## src/rtl/common_pseudo_lru_alloc_binrd_if.sv

```systemverilog
// common_pseudo_lru_alloc_binrd_if: request/response handshake and pLRU port bundle for the allocation controller
interface common_pseudo_lru_alloc_binrd_if #(parameter int SUBJECT_COUNT_LOG2 = 1);
  localparam int P_COUNT = 1 << SUBJECT_COUNT_LOG2;
  logic alloc_valid, alloc_ready, resp_valid, resp_ready, fill_done, hit_valid, inv_en, lru_wen, busy;
  logic [SUBJECT_COUNT_LOG2-1:0] resp_addr, hit_addr, inv_addr, lru_waddr, lru_qaddr;
  logic [P_COUNT-1:0] lru_dvalid;
  modport slave (
    input alloc_valid, resp_ready, fill_done, hit_valid, hit_addr, inv_en, inv_addr, lru_qaddr,
    output alloc_ready, resp_valid, resp_addr, lru_waddr, lru_wen, lru_dvalid, busy
  );
  modport master (
    output alloc_valid, resp_ready, fill_done, hit_valid, hit_addr, inv_en, inv_addr, lru_qaddr,
    input alloc_ready, resp_valid, resp_addr, lru_waddr, lru_wen, lru_dvalid, busy
  );
endinterface

```

## src/rtl/common_pseudo_lru_alloc_binrd.sv

```systemverilog
// common_pseudo_lru_alloc_binrd: pLRU victim allocation FSM, way-valid vector and write-port merge.
// COMMON_PSEUDO_LRU_ALLOC_HIT_BUFFER_EN adds a one-entry buffer for hits colliding with the allocation touch.
module common_pseudo_lru_alloc_binrd #(parameter int SUBJECT_COUNT_LOG2 = 1) (
  input logic clk,
  input logic reset,
  common_pseudo_lru_alloc_binrd_if.slave bus
);
  localparam int P_COUNT = 1 << SUBJECT_COUNT_LOG2;
  typedef enum logic [1:0] {IDLE, RESP, FILL, TOUCH} state_t;
  state_t state, state_nxt;
  logic [SUBJECT_COUNT_LOG2-1:0] victim;
  logic [P_COUNT-1:0] valid, valid_nxt;
  logic accept, touch;
  always_comb begin
    accept = state == IDLE && bus.alloc_valid;
    touch = state == TOUCH;
    state_nxt = state;
    unique case (state)
      IDLE: state_nxt = bus.alloc_valid ? RESP : IDLE;
      RESP: state_nxt = bus.resp_ready ? FILL : RESP;
      FILL: state_nxt = bus.fill_done ? TOUCH : FILL;
      default: state_nxt = IDLE;
    endcase
    valid_nxt = valid;
    if (accept) valid_nxt[bus.lru_qaddr] = 1'b0;
    if (bus.inv_en) valid_nxt[bus.inv_addr] = 1'b0;
    // touch set comes last so it wins over a same-cycle invalidate
    if (touch) valid_nxt[victim] = 1'b1;
  end
  always_ff @(posedge clk) begin
    if (reset) begin
      state <= IDLE;
      valid <= '0;
      victim <= '0;
    end else begin
      state <= state_nxt;
      valid <= valid_nxt;
      if (accept) victim <= bus.lru_qaddr;
    end
  end
  assign bus.alloc_ready = state == IDLE;
  assign bus.resp_valid = state == RESP;
  assign bus.resp_addr = victim;
  assign bus.busy = state != IDLE;
  assign bus.lru_dvalid = valid;
`ifdef COMMON_PSEUDO_LRU_ALLOC_HIT_BUFFER_EN
  logic pend_valid;
  logic [SUBJECT_COUNT_LOG2-1:0] pend_addr;
  assign bus.lru_wen = !reset && (touch || pend_valid || bus.hit_valid);
  assign bus.lru_waddr = touch ? victim : pend_valid ? pend_addr : bus.hit_addr;
  // a hit is parked whenever the port is already claimed by the touch or an older parked hit
  always_ff @(posedge clk) begin
    if (reset) begin
      pend_valid <= 1'b0;
      pend_addr <= '0;
    end else begin
      pend_valid <= bus.hit_valid && (touch || pend_valid);
      if (bus.hit_valid) pend_addr <= bus.hit_addr;
    end
  end
`else
  assign bus.lru_wen = !reset && (touch || bus.hit_valid);
  assign bus.lru_waddr = touch ? victim : bus.hit_addr;
`endif
endmodule
```

## src/flat_wrapper.sv

```systemverilog
// flat-port wrapper written by rule: the top's interface ports become plain ports
module common_pseudo_lru_alloc_binrd_flat 
#(parameter int SUBJECT_COUNT_LOG2 = 1)
  (clk, reset, bus_alloc_valid, bus_resp_ready, bus_fill_done, bus_hit_valid, bus_hit_addr, bus_inv_en, bus_inv_addr, bus_lru_qaddr, bus_alloc_ready, bus_resp_valid, bus_resp_addr, bus_lru_waddr, bus_lru_wen, bus_lru_dvalid, bus_busy);
  common_pseudo_lru_alloc_binrd_if #(.SUBJECT_COUNT_LOG2(SUBJECT_COUNT_LOG2)) bus_i ();
  input logic clk;
  input logic reset;
  input wire logic [$bits(bus_i.alloc_valid)-1:0] bus_alloc_valid;
  input wire logic [$bits(bus_i.resp_ready)-1:0] bus_resp_ready;
  input wire logic [$bits(bus_i.fill_done)-1:0] bus_fill_done;
  input wire logic [$bits(bus_i.hit_valid)-1:0] bus_hit_valid;
  input wire logic [$bits(bus_i.hit_addr)-1:0] bus_hit_addr;
  input wire logic [$bits(bus_i.inv_en)-1:0] bus_inv_en;
  input wire logic [$bits(bus_i.inv_addr)-1:0] bus_inv_addr;
  input wire logic [$bits(bus_i.lru_qaddr)-1:0] bus_lru_qaddr;
  output wire logic [$bits(bus_i.alloc_ready)-1:0] bus_alloc_ready;
  output wire logic [$bits(bus_i.resp_valid)-1:0] bus_resp_valid;
  output wire logic [$bits(bus_i.resp_addr)-1:0] bus_resp_addr;
  output wire logic [$bits(bus_i.lru_waddr)-1:0] bus_lru_waddr;
  output wire logic [$bits(bus_i.lru_wen)-1:0] bus_lru_wen;
  output wire logic [$bits(bus_i.lru_dvalid)-1:0] bus_lru_dvalid;
  output wire logic [$bits(bus_i.busy)-1:0] bus_busy;
  assign bus_i.alloc_valid = bus_alloc_valid;
  assign bus_i.resp_ready = bus_resp_ready;
  assign bus_i.fill_done = bus_fill_done;
  assign bus_i.hit_valid = bus_hit_valid;
  assign bus_i.hit_addr = bus_hit_addr;
  assign bus_i.inv_en = bus_inv_en;
  assign bus_i.inv_addr = bus_inv_addr;
  assign bus_i.lru_qaddr = bus_lru_qaddr;
  assign bus_alloc_ready = bus_i.alloc_ready;
  assign bus_resp_valid = bus_i.resp_valid;
  assign bus_resp_addr = bus_i.resp_addr;
  assign bus_lru_waddr = bus_i.lru_waddr;
  assign bus_lru_wen = bus_i.lru_wen;
  assign bus_lru_dvalid = bus_i.lru_dvalid;
  assign bus_busy = bus_i.busy;
  common_pseudo_lru_alloc_binrd #(.SUBJECT_COUNT_LOG2(SUBJECT_COUNT_LOG2)) u_core (.clk(clk), .reset(reset), .bus(bus_i));
endmodule
```

## config.mk

```make
export PLATFORM = sky130hd
export DESIGN_NAME = common_pseudo_lru_alloc_binrd_flat
export DESIGN_NICKNAME = d
export VERILOG_FILES = /design/src/rtl/common_pseudo_lru_alloc_binrd_if.sv /design/src/rtl/common_pseudo_lru_alloc_binrd.sv /design/src/flat_wrapper.sv
export SDC_FILE = /design/constraint.sdc
export NUM_CORES = 1
export LEC_CHECK = 0
export CAP_MARGIN = 20
export CORE_AREA = 2 2 39 41
export CTS_BUF_LIST = sky130_fd_sc_hd__clkbuf_8
export DETAILED_ROUTE_END_ITERATION = 10
export DIE_AREA = 0 0 41 43
export HOLD_SLACK_MARGIN = 0.05
export MAX_ROUTING_LAYER = met4
export PLACE_DENSITY = 0.64
export SETUP_SLACK_MARGIN = 0.2
export SYNTH_ARGS = -nofsm -noshare
export SYNTH_HDL_FRONTEND = slang
export SYNTH_SLANG_ARGS = --single-unit
```

## constraint.sdc

```tcl
create_clock -name clk -period 1.4 [get_ports clk]
set_clock_uncertainty 0.1 [all_clocks]
set_input_delay 0.28 -clock clk [delete_from_list [all_inputs] [get_ports clk]]
set_output_delay 0.28 -clock clk [all_outputs]
set_load 0.02 [all_outputs]
```

After elaboration in Yosys (flattened, before gate mapping):

Cells that the tools add are included.

* logic and storage cells: 40
* input bits: 10
* register bits after elaboration: 5

* equal/unequal tests: 3
* reductions and logical operators: 9
* muxes and demuxes: 14
* bitwise gates (word level): 5
* $lt $le $gt $ge: 6

Operator list (number)
* 2-bit 2-to-1 mux: 4
* 1-bit by 2-bit less-than comparator with 1-bit output, second input constant: 3
* 1-bit 2-to-1 mux: 6
* 2-bit one-hot mux with 3 select lines: 1
* 1-bit logical AND: 5
* 2-bit bitwise AND: 2
* 2-bit equality test, second input constant: 2
* 2-bit inverter: 2
* 1-bit demux with 1-bit select: 3
* 1-bit greater-or-equal comparator, second input constant: 3
* 2-bit by 1-bit equality test with 1-bit output, second input constant: 1
* 2-bit logical NOT: 1
* 2-bit OR: 1
* 2-bit nonzero test: 1
* 1-bit logical NOT: 1
* 1-bit logical OR: 1

Longest topological paths before layout:

Gate-level depths: netlist (run 1).

* word-level depth: 11
* mapped depth: 4
* depth with buffers taken out: 3

Worst setup path after synthesis (run 1):

Ideal clock, no wire load.

* kind: register to output
* from: register u_core.victim (netlist: u_core.bus.resp_addr)
* to: output port bus_lru_waddr
* data arrival time: 1.035 ns
* cell stages (with the launch flop): 3
* buffers on the path: 0
* required time: 1.020 ns
* setup slack: -0.015 ns
* path through: dfxtp_1 inv_1 o21ai_0

* cells in the longest elaborated chain, start to end: 1

RTL lines
* from (decl): line common_pseudo_lru_alloc_binrd.sv:11 `logic [SUBJECT_COUNT_LOG2-1:0] victim;`
* from (signal assigned): line common_pseudo_lru_alloc_binrd.sv:38 `if (accept) victim <= bus.lru_qaddr;`
* 1-bit 2-to-1 mux: line common_pseudo_lru_alloc_binrd.sv:63 `assign bus.lru_waddr = touch ? victim : bus.hit_addr;`
* to (decl): line flat_wrapper.sv:19 `output wire logic [$bits(bus_i.lru_waddr)-1:0] bus_lru_waddr;`

Every way passes these cells.

Final worst setup path (run 1):

* from: register u_core.state[1]
* to: output port bus_busy

* cells in the longest elaborated chain, start to end: 1

RTL lines
* from (decl): line common_pseudo_lru_alloc_binrd.sv:10 `state_t state, state_nxt;`
* from (signal assigned): line common_pseudo_lru_alloc_binrd.sv:36 `state <= state_nxt;`
* 2-bit nonzero test: line common_pseudo_lru_alloc_binrd.sv:44 `assign bus.busy = state != IDLE;`
* to (decl): line flat_wrapper.sv:22 `output wire logic [$bits(bus_i.busy)-1:0] bus_busy;`

Every way passes these cells.

==> results.py, run 1 <==
metrics = {
    "worst_setup_path": {
        "startpoint": "u_core.state[1]",
        "crit_fanout": 6,
        "critPathLaunchType": "flop",
        "crit_path_max_incr_delay_ps": 350,
        "critical_path_required_ps": 1020,
        "criticalPathCategory": "reg2out",
        "critical_path_buf_inv_count": 3,
        "critical-path-top-delay-family": "flip-flops",
        "crit_slowest_cell": "dfxtp_4",
        "ff2ff_setup_slack_ps": 250,
        "crit_chain": "buf_6, nor2_4, inv_1, buf_6",
        "r2r_end": "u_core.bus.resp_addr",
        "crit_arrival_ps": 950,
        "endpoint_kind": "output port",
        "rr_startpoint": "u_core.state[1]",
        "reg2reg_depth": 4,
        "crit_top_cell": "buf_6",
    },
    "global_routing": {
        "track_usage_pct": 10.4,
        "first_global_vias": 310,
        "grt.overflow.total": 0,
        "grt_start_max_net_pins": 7,
        "antenna_found_initial": 0,
        "grt_pass1_wl_um": 1200,
    },
    "place": {
        "io_buffers": 17,
        "dp_slack_ps": -448,
        "globalplace.congestion": 0.658,
        "placed_area_um2": 544,
        "dpl.hpwl_um": 623,
    },
    "timing": {
        "setup_slack_ps": 69.9,
        "period_share_pct": 95.0,
        "drv_slew": 0,
        "fmax_mhz": 752,
        "hold_violations": 0,
        "rsz0062_at_grt": "yes",
        "slew_headroom_pct": 91.8,
        "fin_crit_ps": 1330,
        "tightest_slew_ps": 119,
        "fin_setup_tns_ps": 0,
        "setup_viol": 0,
    },
    "finish": {
        "fin_nets": 79,
        "fill_cells": 142,
        "drive_above_1_share_pct": 39.7,
        "multi_input_area_um2": 201,
        "fin_area_um2": 612,
        "regArea_um2": 108,
        "fin_util_pct": 44.2,
        "diodes": 0,
        "syn_to_final_growth_pct": 94.8,
    },
    "drt": {
        "wirelength_um": 771,
        "drc_errors": 0,
        "via_per_inst": 4.05,
        "wl_per_cell_um": 9.18,
        "drtAntennaViolNets": 0,
        "drt_iter0_markers": 2,
        "drt-pass1-iter-count": 2,
        "vias": 340,
    },
    "hold_path": {
        "whs_path_depth": 3,
        "hp-start": "reset",
        "holdPathEnd": "u_core.state[1]",
        "hold_path.class": "in2reg",
    },
    "yosys": {
        "synth-edff-count": 0,
        "netlist_instances": 40,
        "syn_avg_cell_area_um2": 7.85,
        "synth.cell_area_um2": 314,
        "synth_seq_area_share_pct": 31.9,
        "yosys.area.top_type": "dfxtp_1",
        "synthTopCellsByArea": "dfxtp_1, nand2b_1, buf_6, nor2_1, nor2b_1",
        "yosysWarnings": 0,
        "synth.net_count": 50,
        "synth_seq_cells": 5,
        "ys.flop_type": "dfxtp_1",
        "synth_common_cells": "dfxtp_1, nor2_1, nand2_1, nand2b_1",
        "yosysTopAreaCellShare_pct": 31.9,
        "async_reset_ff_share_pct": 0,
        "yosysUniqueCellTypes": 19,
    },
    "pwr": {
        "powerDensity_mw_per_mm2": 942,
        "vdd_ir_drop_max_mv": 0.456,
        "p_leak_nw": 0.289,
    },
    "clock_network": {
        "root_buffer": "clkbuf_8",
        "cts_tree": "done",
        "cts_made_buffers": 3,
        "hold_buffers": 0,
        "htree_levels": 1,
        "clock_latency_ps": 220,
        "path_clk_slew_ps": 30,
        "cts_sinks": 5,
        "clk_path_buf_depth": 2,
    },
    "floorplanning": {
        "core_mm2": 0.00138,
        "die_y_um": 43,
        "dieArea_mm2": 0.00176,
        "start_util_pct": 22.7,
        "ioPinCount": 18,
        "fp-row-count": 14,
        "dieWidth_um": 41,
    },
    "run_status": {
        "status": "completed",
    },
    "job": {
        "maxCapViolCount": 0,
    },
}
worst max path at each step:
stage | slack [ps] | endpoint | depth (start not counted)
floorplan | 140 | bus_lru_waddr | 2
global placement | -440 | bus_lru_wen | 4
detailed placement | -450 | bus_lru_wen | 4
CTS | 70 | bus_lru_waddr | 4
global route | 40 | bus_busy | 4
finish | 70 | bus_busy | 4
area by class of cell:
cell class | count | area share, %
Clock buffer | 3 | 6.75
Clock inverter | 1 | 0.613
Inverter | 2 | 1.23
Multi-Input combinational cell | 31 | 32.9
Sequential cell | 5 | 17.6
Tap cell | 16 | 3.27
Timing Repair Buffer | 26 | 37.6
power by group:
group	switching, W	internal (W)
Combinational	0.0000704	0.0000948
Sequential	0.00000895	0.000151
Clock	0.0000642	0.000187
Total	0.000144	0.000433
stage by stage:
stage	instances	hold WS (ps)	total power, W
floorplan	40	249	0.000238
global placement	79	489	0.000319
detailed placement	79	502	0.000321
CTS	83	396	0.000576
global route	84	424	0.000603
finish	84	399	0.000576
layout by cell type (no fill, tap or decap), drive strengths merged, types with 2 or more instances in the layout:
cell           count
a21oi              3
clkbuf             3
a21o               2
dfxtp              5
clkdlybuf4s50      5
nor2               5
nor2b              3
nand2b             4
dlygate4sd2        4
nor3b              2
inv                3
nand2              4
buf               16
worst reg2reg max path, delay by kind of cell (launching register included):
kind	cells	cell delay [ps]
DFF	1	350
and+or+nand+nor	2	240
muxes	1	200
buffers and inverters	1	150
cell families (layout without fill, tap and decap cells):
logic type	Yosys count	after routing	synth area share [%]
buffers and inverters	4	32	9.56
flip-flops	5	5	31.9
multiplexers	1	1	3.19
AO/OA/AOI/OAI	9	9	17.9
AND/OR/NAND/NOR	21	21	37.4
state kept, by name (all words and copies together), names as in the netlist:
| name | count |
|---|---|
| u_core.bus.resp_addr | 1 |
| u_core.state | 2 |
| u_core.bus.lru_dvalid | 2 |
what timing repair did:
item	CTS	global route
resized for setup	45	8
endpoints found under the setup margin	12	8
endpoints found under the hold margin	0	0
buffers inserted	0	1
pin swaps	1	0
layer usage:
metal  GRT usage [%]  wire length, µm
met1            12.0              345
met2            14.4              392
met3            3.14               33
met4            8.00                0
met5               -                0
No activity file was read; power rests on OpenSTA's default activity.
==> run 2, diff against run 1 <==
--- a/config.mk
+++ b/config.mk
@@ -5,7 +5,6 @@
 export SDC_FILE = /design/constraint.sdc
 export NUM_CORES = 1
 export LEC_CHECK = 0
-export CAP_MARGIN = 20
 export CORE_AREA = 2 2 39 41
 export CTS_BUF_LIST = sky130_fd_sc_hd__clkbuf_8
 export DETAILED_ROUTE_END_ITERATION = 10
==> results of run 2 <==
No change in the layout: final DEF, timing and power equal those of run 1.
